--- src/rtl/div_pkg.sv ---
//------------------------------------------------------------------------------
// div_pkg : shared types and constants for the sequential integer divider
// Revision: 1.0
//------------------------------------------------------------------------------
`default_nettype none

package div_pkg;

  localparam int DIV_WIDTH = 32;

  // Encoding matches funct3[1:0] of the RV32M divide instructions
  typedef enum logic [1:0] {
    OP_DIV  = 2'b00,
    OP_DIVU = 2'b01,
    OP_REM  = 2'b10,
    OP_REMU = 2'b11
  } div_op_e;

  typedef enum logic [1:0] {
    S_IDLE   = 2'b00,
    S_DIVIDE = 2'b01,
    S_FIXUP  = 2'b10,
    S_DONE   = 2'b11
  } div_state_e;

endpackage

`default_nettype wire

--- src/rtl/divider_step.sv ---
//------------------------------------------------------------------------------
// divider_step : one combinational restoring-division iteration
// Revision: 1.0
//------------------------------------------------------------------------------
`default_nettype none

module divider_step
  import div_pkg::*;
#(
  parameter int WIDTH = DIV_WIDTH
) (
  input  logic [WIDTH-1:0] i_rem,
  input  logic [WIDTH-1:0] i_quot,
  input  logic [WIDTH-1:0] i_divisor,
  output logic [WIDTH-1:0] o_rem,
  output logic [WIDTH-1:0] o_quot
);

  logic [WIDTH:0] w_shift;
  logic           w_ge;

  assign w_shift = {i_rem, i_quot[WIDTH-1]};

  // The WIDTH+1-bit trial subtract is non-negative exactly when shift >= divisor;
  // the surviving remainder is always below the divisor, so WIDTH bits hold it.
  assign w_ge   = (w_shift >= {1'b0, i_divisor});
  assign o_rem  = w_ge ? (w_shift[WIDTH-1:0] - i_divisor) : w_shift[WIDTH-1:0];
  assign o_quot = {i_quot[WIDTH-2:0], w_ge};

endmodule

`default_nettype wire

--- src/rtl/divider_seq.sv ---
//------------------------------------------------------------------------------
// divider_seq : sequential radix-2 restoring divider for DIV/DIVU/REM/REMU
// Revision: 1.0
//------------------------------------------------------------------------------
`default_nettype none

module divider_seq
  import div_pkg::*;
#(
  parameter int WIDTH = DIV_WIDTH,
  parameter int CNT_W = $clog2(WIDTH) + 1
) (
  input  logic             i_clk,
  input  logic             i_rst_n,
  input  logic             i_start,
  input  logic [1:0]       i_op,
  input  logic [WIDTH-1:0] i_dividend,
  input  logic [WIDTH-1:0] i_divisor,
  input  logic             i_kill,
  output logic             o_ready,
  output logic             o_busy,
  output logic             o_valid,
  output logic [WIDTH-1:0] o_result
);

  div_state_e       r_state;
  logic [CNT_W-1:0] r_cnt;
  logic [WIDTH-1:0] r_rem;
  logic [WIDTH-1:0] r_quot;
  logic [WIDTH-1:0] r_div;
  logic             r_sel_rem;
  logic             r_neg;
  logic [WIDTH-1:0] r_result;

  logic             w_signed;
  logic             w_a_neg;
  logic             w_b_neg;
  logic [WIDTH-1:0] w_a_mag;
  logic [WIDTH-1:0] w_b_mag;
  logic             w_div_zero;
  logic             w_ovf;
  logic             w_accept;
  logic [WIDTH-1:0] w_special;
  logic [WIDTH-1:0] w_step_rem;
  logic [WIDTH-1:0] w_step_quot;
  logic [WIDTH-1:0] w_fix_val;
  logic [WIDTH-1:0] w_fix_res;

  assign w_signed   = ~i_op[0];
  assign w_a_neg    = w_signed & i_dividend[WIDTH-1];
  assign w_b_neg    = w_signed & i_divisor[WIDTH-1];
  assign w_a_mag    = w_a_neg ? -i_dividend : i_dividend;
  assign w_b_mag    = w_b_neg ? -i_divisor : i_divisor;
  assign w_div_zero = (i_divisor == '0);
  assign w_ovf      = w_signed && (i_dividend == {1'b1, {(WIDTH-1){1'b0}}}) && (i_divisor == '1);
  assign w_accept   = (r_state == S_IDLE) && i_start && !i_kill;

  // Division by zero and the signed-overflow case bypass the iteration
  assign w_special  = w_div_zero ? (i_op[1] ? i_dividend : '1)
                                 : (i_op[1] ? '0 : i_dividend);

  assign w_fix_val  = r_sel_rem ? r_rem : r_quot;
  assign w_fix_res  = r_neg ? -w_fix_val : w_fix_val;

  divider_step #(
    .WIDTH (WIDTH)
  ) u_step (
    .i_rem     (r_rem),
    .i_quot    (r_quot),
    .i_divisor (r_div),
    .o_rem     (w_step_rem),
    .o_quot    (w_step_quot)
  );

  always_ff @(posedge i_clk) begin
    if (!i_rst_n) begin
      r_state   <= S_IDLE;
      r_cnt     <= '0;
      r_rem     <= '0;
      r_quot    <= '0;
      r_div     <= '0;
      r_sel_rem <= 1'b0;
      r_neg     <= 1'b0;
      r_result  <= '0;
    end else if (i_kill && (r_state != S_IDLE)) begin
      r_state <= S_IDLE;
    end else begin
      case (r_state)
        S_IDLE: begin
          if (w_accept) begin
            r_sel_rem <= i_op[1];
            r_neg     <= i_op[1] ? w_a_neg : (w_a_neg ^ w_b_neg);
            if (w_div_zero || w_ovf) begin
              r_result <= w_special;
              r_state  <= S_DONE;
            end else begin
              r_rem   <= '0;
              r_quot  <= w_a_mag;
              r_div   <= w_b_mag;
              r_cnt   <= CNT_W'(WIDTH);
              r_state <= S_DIVIDE;
            end
          end
        end
        S_DIVIDE: begin
          r_rem  <= w_step_rem;
          r_quot <= w_step_quot;
          r_cnt  <= r_cnt - 1'b1;
          if (r_cnt == CNT_W'(1)) begin
            r_state <= S_FIXUP;
          end
        end
        S_FIXUP: begin
          r_result <= w_fix_res;
          r_state  <= S_DONE;
        end
        S_DONE:  r_state <= S_IDLE;
        default: r_state <= S_IDLE;
      endcase
    end
  end

  assign o_ready  = (r_state == S_IDLE);
  assign o_busy   = (r_state == S_DIVIDE) || (r_state == S_FIXUP);
  assign o_valid  = (r_state == S_DONE) && !i_kill;
  assign o_result = r_result;

endmodule

`default_nettype wire

--- config.mk ---
export PLATFORM = sky130hd
export DESIGN_NAME = divider_seq
export DESIGN_NICKNAME = d
export VERILOG_FILES = /design/src/rtl/div_pkg.sv /design/src/rtl/divider_step.sv /design/src/rtl/divider_seq.sv
export SDC_FILE = /design/constraint.sdc
export NUM_CORES = 1
export LEC_CHECK = 0
export CELL_PAD_IN_SITES_DETAIL_PLACEMENT = 0
export CELL_PAD_IN_SITES_GLOBAL_PLACEMENT = 1
export CORE_UTILIZATION = 35
export DETAILED_ROUTE_END_ITERATION = 16
export PLACE_DENSITY = 0.67
export REMOVE_ABC_BUFFERS = 1
export SYNTH_ARGS = -nofsm -noshare
export SYNTH_HDL_FRONTEND = slang
export SYNTH_SLANG_ARGS = --single-unit
--- constraint.sdc ---
create_clock -name i_clk -period 10.5 [get_ports i_clk]
set_clock_uncertainty 0.15 [all_clocks]
set_input_delay 1.05 -clock i_clk [delete_from_list [all_inputs] [get_ports i_clk]]
set_output_delay 1.05 -clock i_clk [all_outputs]
set_load 0.02 [all_outputs]
# After elaboration in Yosys (flattened, before gate mapping)

Index checks and enable logic that the tools add are counted.

Flip-flop bits (word level): 138
Input port bits: 70
Output and inout port bits: 35
Logic and storage cells: 76

$add $sub $neg: 5
$lt $le $gt $ge: 1
Equality and inequality tests: 10
Mux-type cells: 25
Bitwise operators: 7
Reduce and logical (&&, ||, !) cells: 20

Operator list:

| operator             | count |
|---|---|
| $mux 32              | 14 |
| $pmux 32 s2          | 3 |
| $neg 32->32          | 3 |
| $eq 32x32->1 const B | 2 |
| $ge 33x32->1         | 1 |
| $logic_not 32->1     | 1 |
| $sub 32x32->32       | 1 |
| $mux 6               | 2 |
| $pmux 6 s2           | 1 |
| $reduce_and 4->1     | 3 |
| $pmux 2 s4           | 1 |
| $eq 6x1->1 const B   | 1 |
| $logic_and 1x1->1    | 6 |
| $mux 2               | 3 |
| $reduce_bool 2->1    | 3 |
| $sub 6x1->6 const B  | 1 |
| $eq 2x2->1 const B   | 2 |
| $ne 2x1->1 const B   | 2 |
| $ne 2x2->1 const B   | 2 |
| $not 1->1            | 4 |
| $reduce_and 3->1     | 1 |
| $and 1x1->1          | 2 |
| $eq 2x1->1 const B   | 1 |
| $logic_not 2->1      | 1 |
| 6 further kinds      | 7 |

# Longest topological paths before layout

Gate-level depths: netlist of run 1.

Word-level depth: 7
Gate-level depth with buffers: 16
Mapped depth without buffers: 12

# Modules after synthesis

A second synthesis of run 1 with hierarchy kept.

Cell total of the unflattened synthesis: 1540
Area, all modules: 11658.7 µm²

By module, submodules not included:

| module       | instances | cells an instance | area each (µm²) | sequential area each (µm²) |
|---|---|---|---|---|
| divider_seq  | 1         | 1185              | 9087.5          | 2762.6 |
| divider_step | 1         | 355               | 2571.2          | 0.0 |

# Worst setup path after synthesis of run 1

No wires, ideal clock.

Path kind: register to register
Start point: reg r_sel_rem
End point: reg r_result[20], in the netlist o_result[20]
Data arrival time: 3.777 ns
Setup slack: 6.488 ns
Cell stages (with the launch flop): 17
Buffers on the path: 6
Period minus slack after synthesis: 4.012 ns
Cells stage by stage: dfxtp_1 buf_2 buf_1 buf_2 buf_2 buf_2 buf_2 mux2i_1 ha_1 o211ai_1 or3_1 nor2_1 nand3_1 o21ai_0 xor2_1 a21oi_1 a211oi_1

Cells in the longest elaborated chain, start to end: 4

Ends and longest elaborated chain:

| item                     | RTL line           | RTL |
|---|---|---|
| start: declaration       | divider_seq.sv:31  | `logic r_sel_rem;` |
| start signal: assignment | divider_seq.sv:91  | `r_sel_rem <= i_op[1];` |
| $mux 32 (*)              | divider_seq.sv:62  | `assign w_fix_val = r_sel_rem ? r_rem : r_quot;` |
| $neg 32->32              | divider_seq.sv:63  | `assign w_fix_res = r_neg ? -w_fix_val : w_fix_val;` |
| $mux 32 (*)              | divider_seq.sv:63  |  |
| $pmux 32 s2 (*)          | divider_seq.sv:88  | `case (r_state)` |
| end signal: assignment   | divider_seq.sv:94  | `r_result <= w_special;` |
| end signal: assignment   | divider_seq.sv:114 | `r_result <= w_fix_res;` |
| end: declaration         | divider_seq.sv:33  | `logic [WIDTH-1:0] r_result;` |

Mark *: on every way between the ends. The rest lies on a longest branch, timed or not.
A chain may end at the register's enable or synchronous reset.

# Final worst setup path of run 1

Start point: in i_dividend[4]
End point: reg r_quot[27]

Cells in the longest elaborated chain, start to end: 6

Ends and longest elaborated chain:

| item                                                                | RTL line           | RTL |
|---|---|---|
| start: declaration                                                  | divider_seq.sv:17  | `input logic [WIDTH-1:0] i_dividend,` |
| parallel branches: the longest is 6 deep, another holds $neg 32->32 | -                  |  |
| end signal: assignment                                              | divider_seq.sv:98  | `r_quot <= w_a_mag;` |
| end signal: assignment                                              | divider_seq.sv:107 | `r_quot <= w_step_quot;` |
| end: declaration                                                    | divider_seq.sv:29  | `logic [WIDTH-1:0] r_quot;` |

Parallel ways; which one is timed is not known. The select of a mux whose other input is x is not followed.

==> run metrics, run 1 <==
outcome finished clean; FP Rows 62; Max Slew Vio Count 0; register bit total from synthesis 138; final hold slack 0.3219 ns; period utilisation layout 0.4799; synth unique cells 71; CP required 10.64 ns; commonest non-fill, non-tap cell in the layout nor2_1; TNS Setup 0 ns; Longest Clk Path Bufs 2; core box area 0.02901 mm²; Highest Clock Rate 198.5 MHz; Antenna diodes 0; first-pass GRT wire length 51,370 µm; CP endpoint kind flop; CP Launch Type primary input; Seq/Total Area, Yosys 0.2643; total of max-cap violations 0; worst-margin pin slew 1.198 ns; Worst slew margin 0.1999; total setup buffers inserted after CTS 0; io pins 105; Via density 5.458; Total GRT Usage 0.2113; Yosys warning count 0; Worst path slowest cell o21a_1; overflow left after global routing 0; final hold violation count 0; CTS Root Cell clkbuf_16; share of cells above drive strength 1 0.05055; Cells after Synth 1,400; drt total wl 32,440 µm; Critical Path, Cell by Cell clkdlybuf4s50_1 > or4_1 > nor3_2 > nand4_1 > nor3_4 > nor3_2 > buf_4 > o21a_1 > a222oi_1 > nor2_1; H-tree depth 4; most frequent cells in the layout nor2_1 (192), dfxtp_1 (137), nand2_1 (123), a21oi_1 (121), clkdlybuf4s50_1 (104); DP HPWL 23,920 µm; CTS resizes 0; syn avg cell area 7.465 µm²; RSZ-0062 raised after global routing false; worst-case vdd ir drop 0.1253 mV; CTS clk-pin slew, worst paths 0.06 ns; routed vias 10,090; drt drc 0; Power Dens Cells 179.4 mW/mm²; fin area 0.01241 mm²; total chip power 0.002226 W; die height 174.8 µm; critical path class primary input to flop; Pre-antenna DRT Iters 9; final critical-path required period 5.038 ns; WL/cell 17.55 µm; Post-Syn Area 0.01045 mm²; pin count of the biggest net entering global routing 70; endpoints failing setup 0; async set-or-reset flop fraction in the synthesized netlist 0; hold-fix buffers at CTS 0; die width 174.8 µm; Clk Latency, worst-skew pair 0.43 ns; HP Class flop to flop; DRT iter0 DRCs 763; CTS tree built; initial core utilization 0.3602; IO buf count 104; clk sink count 138; Placed Area 0.01175 mm²; crit-path most repeated cell nor3_2; CP Max Fanout 66; FILL cells 3,054; top_reg_cell synth dfxtp_1; final antenna-violating net count 0; Worst EP arrival 5.18 ns; Die Area 0.03056 mm²; vias in the first global route 9,270; fin util 0.4276; Max stage delay on crit path 0.67 ns; CTS Buf Count 17; gpl congestion 0.8447; Lkg Pwr 4.404 nW; EDFF count, synth 0; P&R area growth vs syn 18.71%; Post-layout nets 1,566; initial antenna violation count 0
[per-layer routing]
layer	wire, µm	track usage	vias up
met5	0	0	-
met4	549	0.05652	0
met3	1469	0.02589	34
met2	14310	0.3411	294
met1	16110	0.2951	4592
li1	-	-	5167
[power by group]
| part | switching [W] | total [W] | internal (W) | leakage (nW) |
|---|---|---|---|---|
| registers | 0.0000560 | 0.000644 | 0.000588 | 1.12 |
| logic | 0.000531 | 0.000896 | 0.000365 | 2.96 |
| clock network | 0.000247 | 0.000687 | 0.000439 | 0.318 |
| total | 0.000834 | 0.00223 | 0.00139 | 4.40 |
[flip-flops by register name (all words and copies together), names as in the netlist]
| name | cells |
|---|---|
| r_neg | 1 |
| r_rem | 32 |
| r_state | 2 |
| o_result | 32 |
| r_sel_rem | 1 |
| r_quot | 32 |
| r_cnt | 6 |
| r_div | 32 |
[worst max-delay path: cells and delay by family]
family	cells	cell delay (ns)
buf+inv	2	0.83
simple gates	6	2.18
compound gates	2	1.09
[worst paths after layout]
kind         slack, ns                       from  cells past startpoint                         to
max               5.46              i_dividend[4]                     10    r_quot[27]$_SDFFE_PN0P_
min               0.32  o_result[25]$_SDFFE_PN0P_                      2  o_result[25]$_SDFFE_PN0P_
min reg2reg       0.32  o_result[25]$_SDFFE_PN0P_                      2  o_result[25]$_SDFFE_PN0P_
max reg2reg       6.27     r_sel_rem$_SDFFE_PN0P_                     10  o_result[27]$_SDFFE_PN0P_
[cell type report]
type / count / area [µm²] / share of cell area
clock buffer: 20 / 466.7 / 0.03762
clock inverter: 11 / 192.7 / 0.01553
inverter: 57 / 214.0 / 0.01724
multi-input combinational: 1120 / 7143 / 0.5757
sequential: 138 / 2764 / 0.2228
tap: 384 / 480.5 / 0.03873
timing repair buffer: 118 / 1146 / 0.09238
[synthesized netlist by cell type (all sizes together), types with 6 or more instances]
library cell  count  area (µm²)
xor2             44       385.4
a221oi            6       52.55
mux2i            47       470.5
nor3             35       191.4
nand4            18       112.6
o22ai             7       43.79
nor3b            11       82.58
nand2b           14       87.58
or3              12       80.08
a222oi           24       240.2
ha               43       538.0
nand2           123       461.7
xnor2            74       648.1
nor2            194       735.7
dfxtp           138        2763
clkbuf           59       221.5
o21ai            91       455.4
a21oi           123       619.4
o21bai           17       127.6
and2              6       37.54
a31oi            15       93.84
nor2b             8       50.05
o21a              6       45.04
or2               7       43.80
or4               8       60.06
a211oi           65       488.0
o31ai            11       82.58
nand3            16       80.08
nor4             16       121.4
inv              57       214.0
buf              26       145.1
o211ai           10       75.07
a21o             14       105.1
[logic make-up (layout without fill, tap and decap cells)]
family | after synthesis | after routing | share of synthesized area
compound gates | 422 | 422 | 0.2602
fa+ha+maj | 44 | 44 | 0.05339
mux | 51 | 51 | 0.04932
buf+inv | 142 | 206 | 0.05555
xor+xnor | 118 | 118 | 0.09889
simple gates | 485 | 485 | 0.2184
flops | 138 | 138 | 0.2643
[through the flow]
| stage | setup slack [ns] | instances |
|---|---|---|
| after global placement | 5.202 | 1817 |
| after CTS | 5.531 | 1848 |
| after detailed placement | 5.097 | 1817 |
| after global routing | 5.254 | 1848 |
| final | 5.462 | 1848 |
| after floorplan | 2.262 | 1315 |
Note: power is estimated with default switching activity, not from simulation.
==> run 2: changes to the inputs <==
--- a/config.mk
+++ b/config.mk
@@ -9,7 +9,7 @@
 export CELL_PAD_IN_SITES_GLOBAL_PLACEMENT = 1
 export CORE_UTILIZATION = 35
 export DETAILED_ROUTE_END_ITERATION = 16
-export PLACE_DENSITY = 0.67
+export PLACE_DENSITY = 0.69
 export REMOVE_ABC_BUFFERS = 1
 export SYNTH_ARGS = -nofsm -noshare
 export SYNTH_HDL_FRONTEND = slang
==> constraint.sdc (replaced) <==
create_clock -name i_clk -period 4.4 [get_ports i_clk]
set_clock_uncertainty 0.15 [all_clocks]
set_input_delay 0.44 -clock i_clk [delete_from_list [all_inputs] [get_ports i_clk]]
set_output_delay 0.44 -clock i_clk [all_outputs]
set_load 0.02 [all_outputs]
==> run metrics, run 2 (synthesized netlist as in run 1, its figures left out) <==
drt drc 0 (unchanged); Longest Clk Path Bufs 2 (unchanged); TNS Setup 0 ns (unchanged); Reg power frac 0.291 (+0.002); CTS clk-pin slew, worst paths 0.06 ns (about the same); CP required 4.61 ns (-6.03 ns); worst-case vdd ir drop 0.2758 mV (+120%); final critical-path required period 3.651 ns; Placed Area 0.01192 mm² (+1.4%); Worst EP arrival 3.86 ns (-1.32 ns); die height 174.8 µm (unchanged); core box area 0.02901 mm² (unchanged); total chip power 0.005274 W (+140%); CP Launch Type flop; CP endpoint kind flop; Total GRT Usage 0.2116 (+0.0003795); RSZ-0062 raised after global routing false; sw frac 0.3801 (+0.005248); clk sink count 138 (unchanged); total of max-cap violations 0 (unchanged); endpoints failing setup 0 (unchanged); Clk Latency, worst-skew pair 0.44 ns (about the same); Worst path slowest cell dfxtp_2; IO buf count 104 (unchanged); CTS resizes 0 (unchanged); HP Class flop to flop; DP HPWL 24,000 µm (+0.31%); fin area 0.01254 mm² (+1.1%); initial antenna violation count 0 (unchanged); vias in the first global route 9,626 (+3.8%); drt total wl 32,190 µm (-0.76%); H-tree depth 4 (unchanged); WL/cell 17.28 µm (-1.6%); most frequent cells in the layout nor2_1 (192), dfxtp_1 (137), nand2_1 (123), a21oi_1 (121), clkdlybuf4s50_1 (104); Int Power 0.003269 W (+130%); CP Max Fanout 27 (-59%); Power Dens Cells 420.4 mW/mm² (+130%); sequential cell area 0.002764 mm² (unchanged); Pre-antenna DRT Iters 6 (-3); routed vias 10,150 (+0.62%); FP Rows 62 (unchanged); Post-layout nets 1,580 (+0.89%); fin util 0.4323 (+0.004701); crit-path leading delay family simple AND/OR/NAND/NOR gates; power share of the clock group 0.299 (-0.009); Via density 5.448 (-0.19%); worst-margin pin slew 0.8720 ns (-0.3257 ns); overflow left after global routing 0 (unchanged); commonest non-fill, non-tap cell in the layout nor2_1; Max Slew Vio Count 0 (unchanged); Placed Instances 1,831 (+0.77%); pin count of the biggest net entering global routing 66 (-5.7%); Multi-input gate area 0.007143 mm² (unchanged); first-pass GRT wire length 51,580 µm (+0.40%); final antenna-violating net count 0 (unchanged); gpl congestion 0.8788 (+4.0%); io pins 105 (unchanged); CTS tree built; worst path buffer plus inverter count 1 (-1); critical path class flop to flop; P&R area growth vs syn 20.02%; final std cells w/o fill 1,863 (+0.81%); total setup buffers inserted after CTS 0 (unchanged); Die Area 0.03056 mm² (unchanged); die width 174.8 µm (unchanged); outcome finished clean; share of cells above drive strength 1 0.05950 (+0.008953); DRT iter0 DRCs 741 (-2.9%); Critical Path, Cell by Cell buf_4 > nor3b_1 > o221ai_1 > or3_1 > nor2_1 > nand3_1 > o21ai_0 > xor2_1 > a21oi_1 > a211oi_1; Highest Clock Rate 273.9 MHz; combinational power share 0.410 (+0.008); P_sw 0.002004 W (+140%); hold-fix buffers at CTS 0 (unchanged); Lkg Pwr 4.479 nW (+1.7%); CTS Buf Count 17 (unchanged); Max stage delay on crit path 0.70 ns (+0.03 ns); Antenna diodes 0 (unchanged); final hold violation count 0 (unchanged); FILL cells 3,042 (-0.39%); CTS Root Cell clkbuf_16; period utilisation layout 0.8297; Worst slew margin 0.4186 (+0.2188); initial core utilization 0.3602 (unchanged)
==> run 2: tightest hold or removal path, cell delays in order, from the launching register on <==
cell	delay [ns]
dfxtp_1	0.31
nand2b_1	0.06
a21oi_1	0.06
==> run 2: per-stage QoR <==
stage	setup slack [ns]	hold slack (ns)
after floorplan	-3.228	0.2936
after global placement	0.5218	0.3104
final	0.7492	0.3261
after detailed placement	0.4677	0.3183
after CTS	0.7881	0.3294
after global routing	0.4716	0.3536
==> run 2: cell type report <==
type	count	share of cell area
clock buffer	20	0.03641
clock inverter	12	0.01367
inverter	57	0.01706
multi-input combinational	1120	0.5695
sequential	138	0.2203
tap	384	0.03830
timing repair buffer	132	0.1047
==> run 2: layer usage <==
| layer | global-route usage | share of wire |
|---|---|---|
| met1 | 0.2884 | 0.49 |
| met2 | 0.3459 | 0.45 |
| met3 | 0.02807 | 0.039 |
| met4 | 0.06341 | 0.018 |
| met5 | 0 | 0 |
==> run 2: worst paths after layout <==
path | end | startpoint | cells past startpoint | slack, ns
setup reg to reg | o_result[22]$_SDFFE_PN0P_ | r_sel_rem$_SDFFE_PN0P_ | 10 | 0.75
hold / removal | o_result[0]$_SDFFE_PN0P_ | o_result[0]$_SDFFE_PN0P_ | 2 | 0.33
setup / recovery | o_result[22]$_SDFFE_PN0P_ | r_sel_rem$_SDFFE_PN0P_ | 10 | 0.75
hold reg to reg | o_result[0]$_SDFFE_PN0P_ | o_result[0]$_SDFFE_PN0P_ | 2 | 0.33
==> run 2: power groups by stage <==
stage | Sequential [W] | Clock, W | Combinational [W]
after floorplan | 0.00157 | 0 | 0.00148
after global placement | 0.00155 | 0 | 0.00214
after detailed placement | 0.00156 | 0 | 0.00215
after CTS | 0.00153 | 0.00159 | 0.00216
after global routing | 0.00155 | 0.00165 | 0.00239
final | 0.00153 | 0.00158 | 0.00216
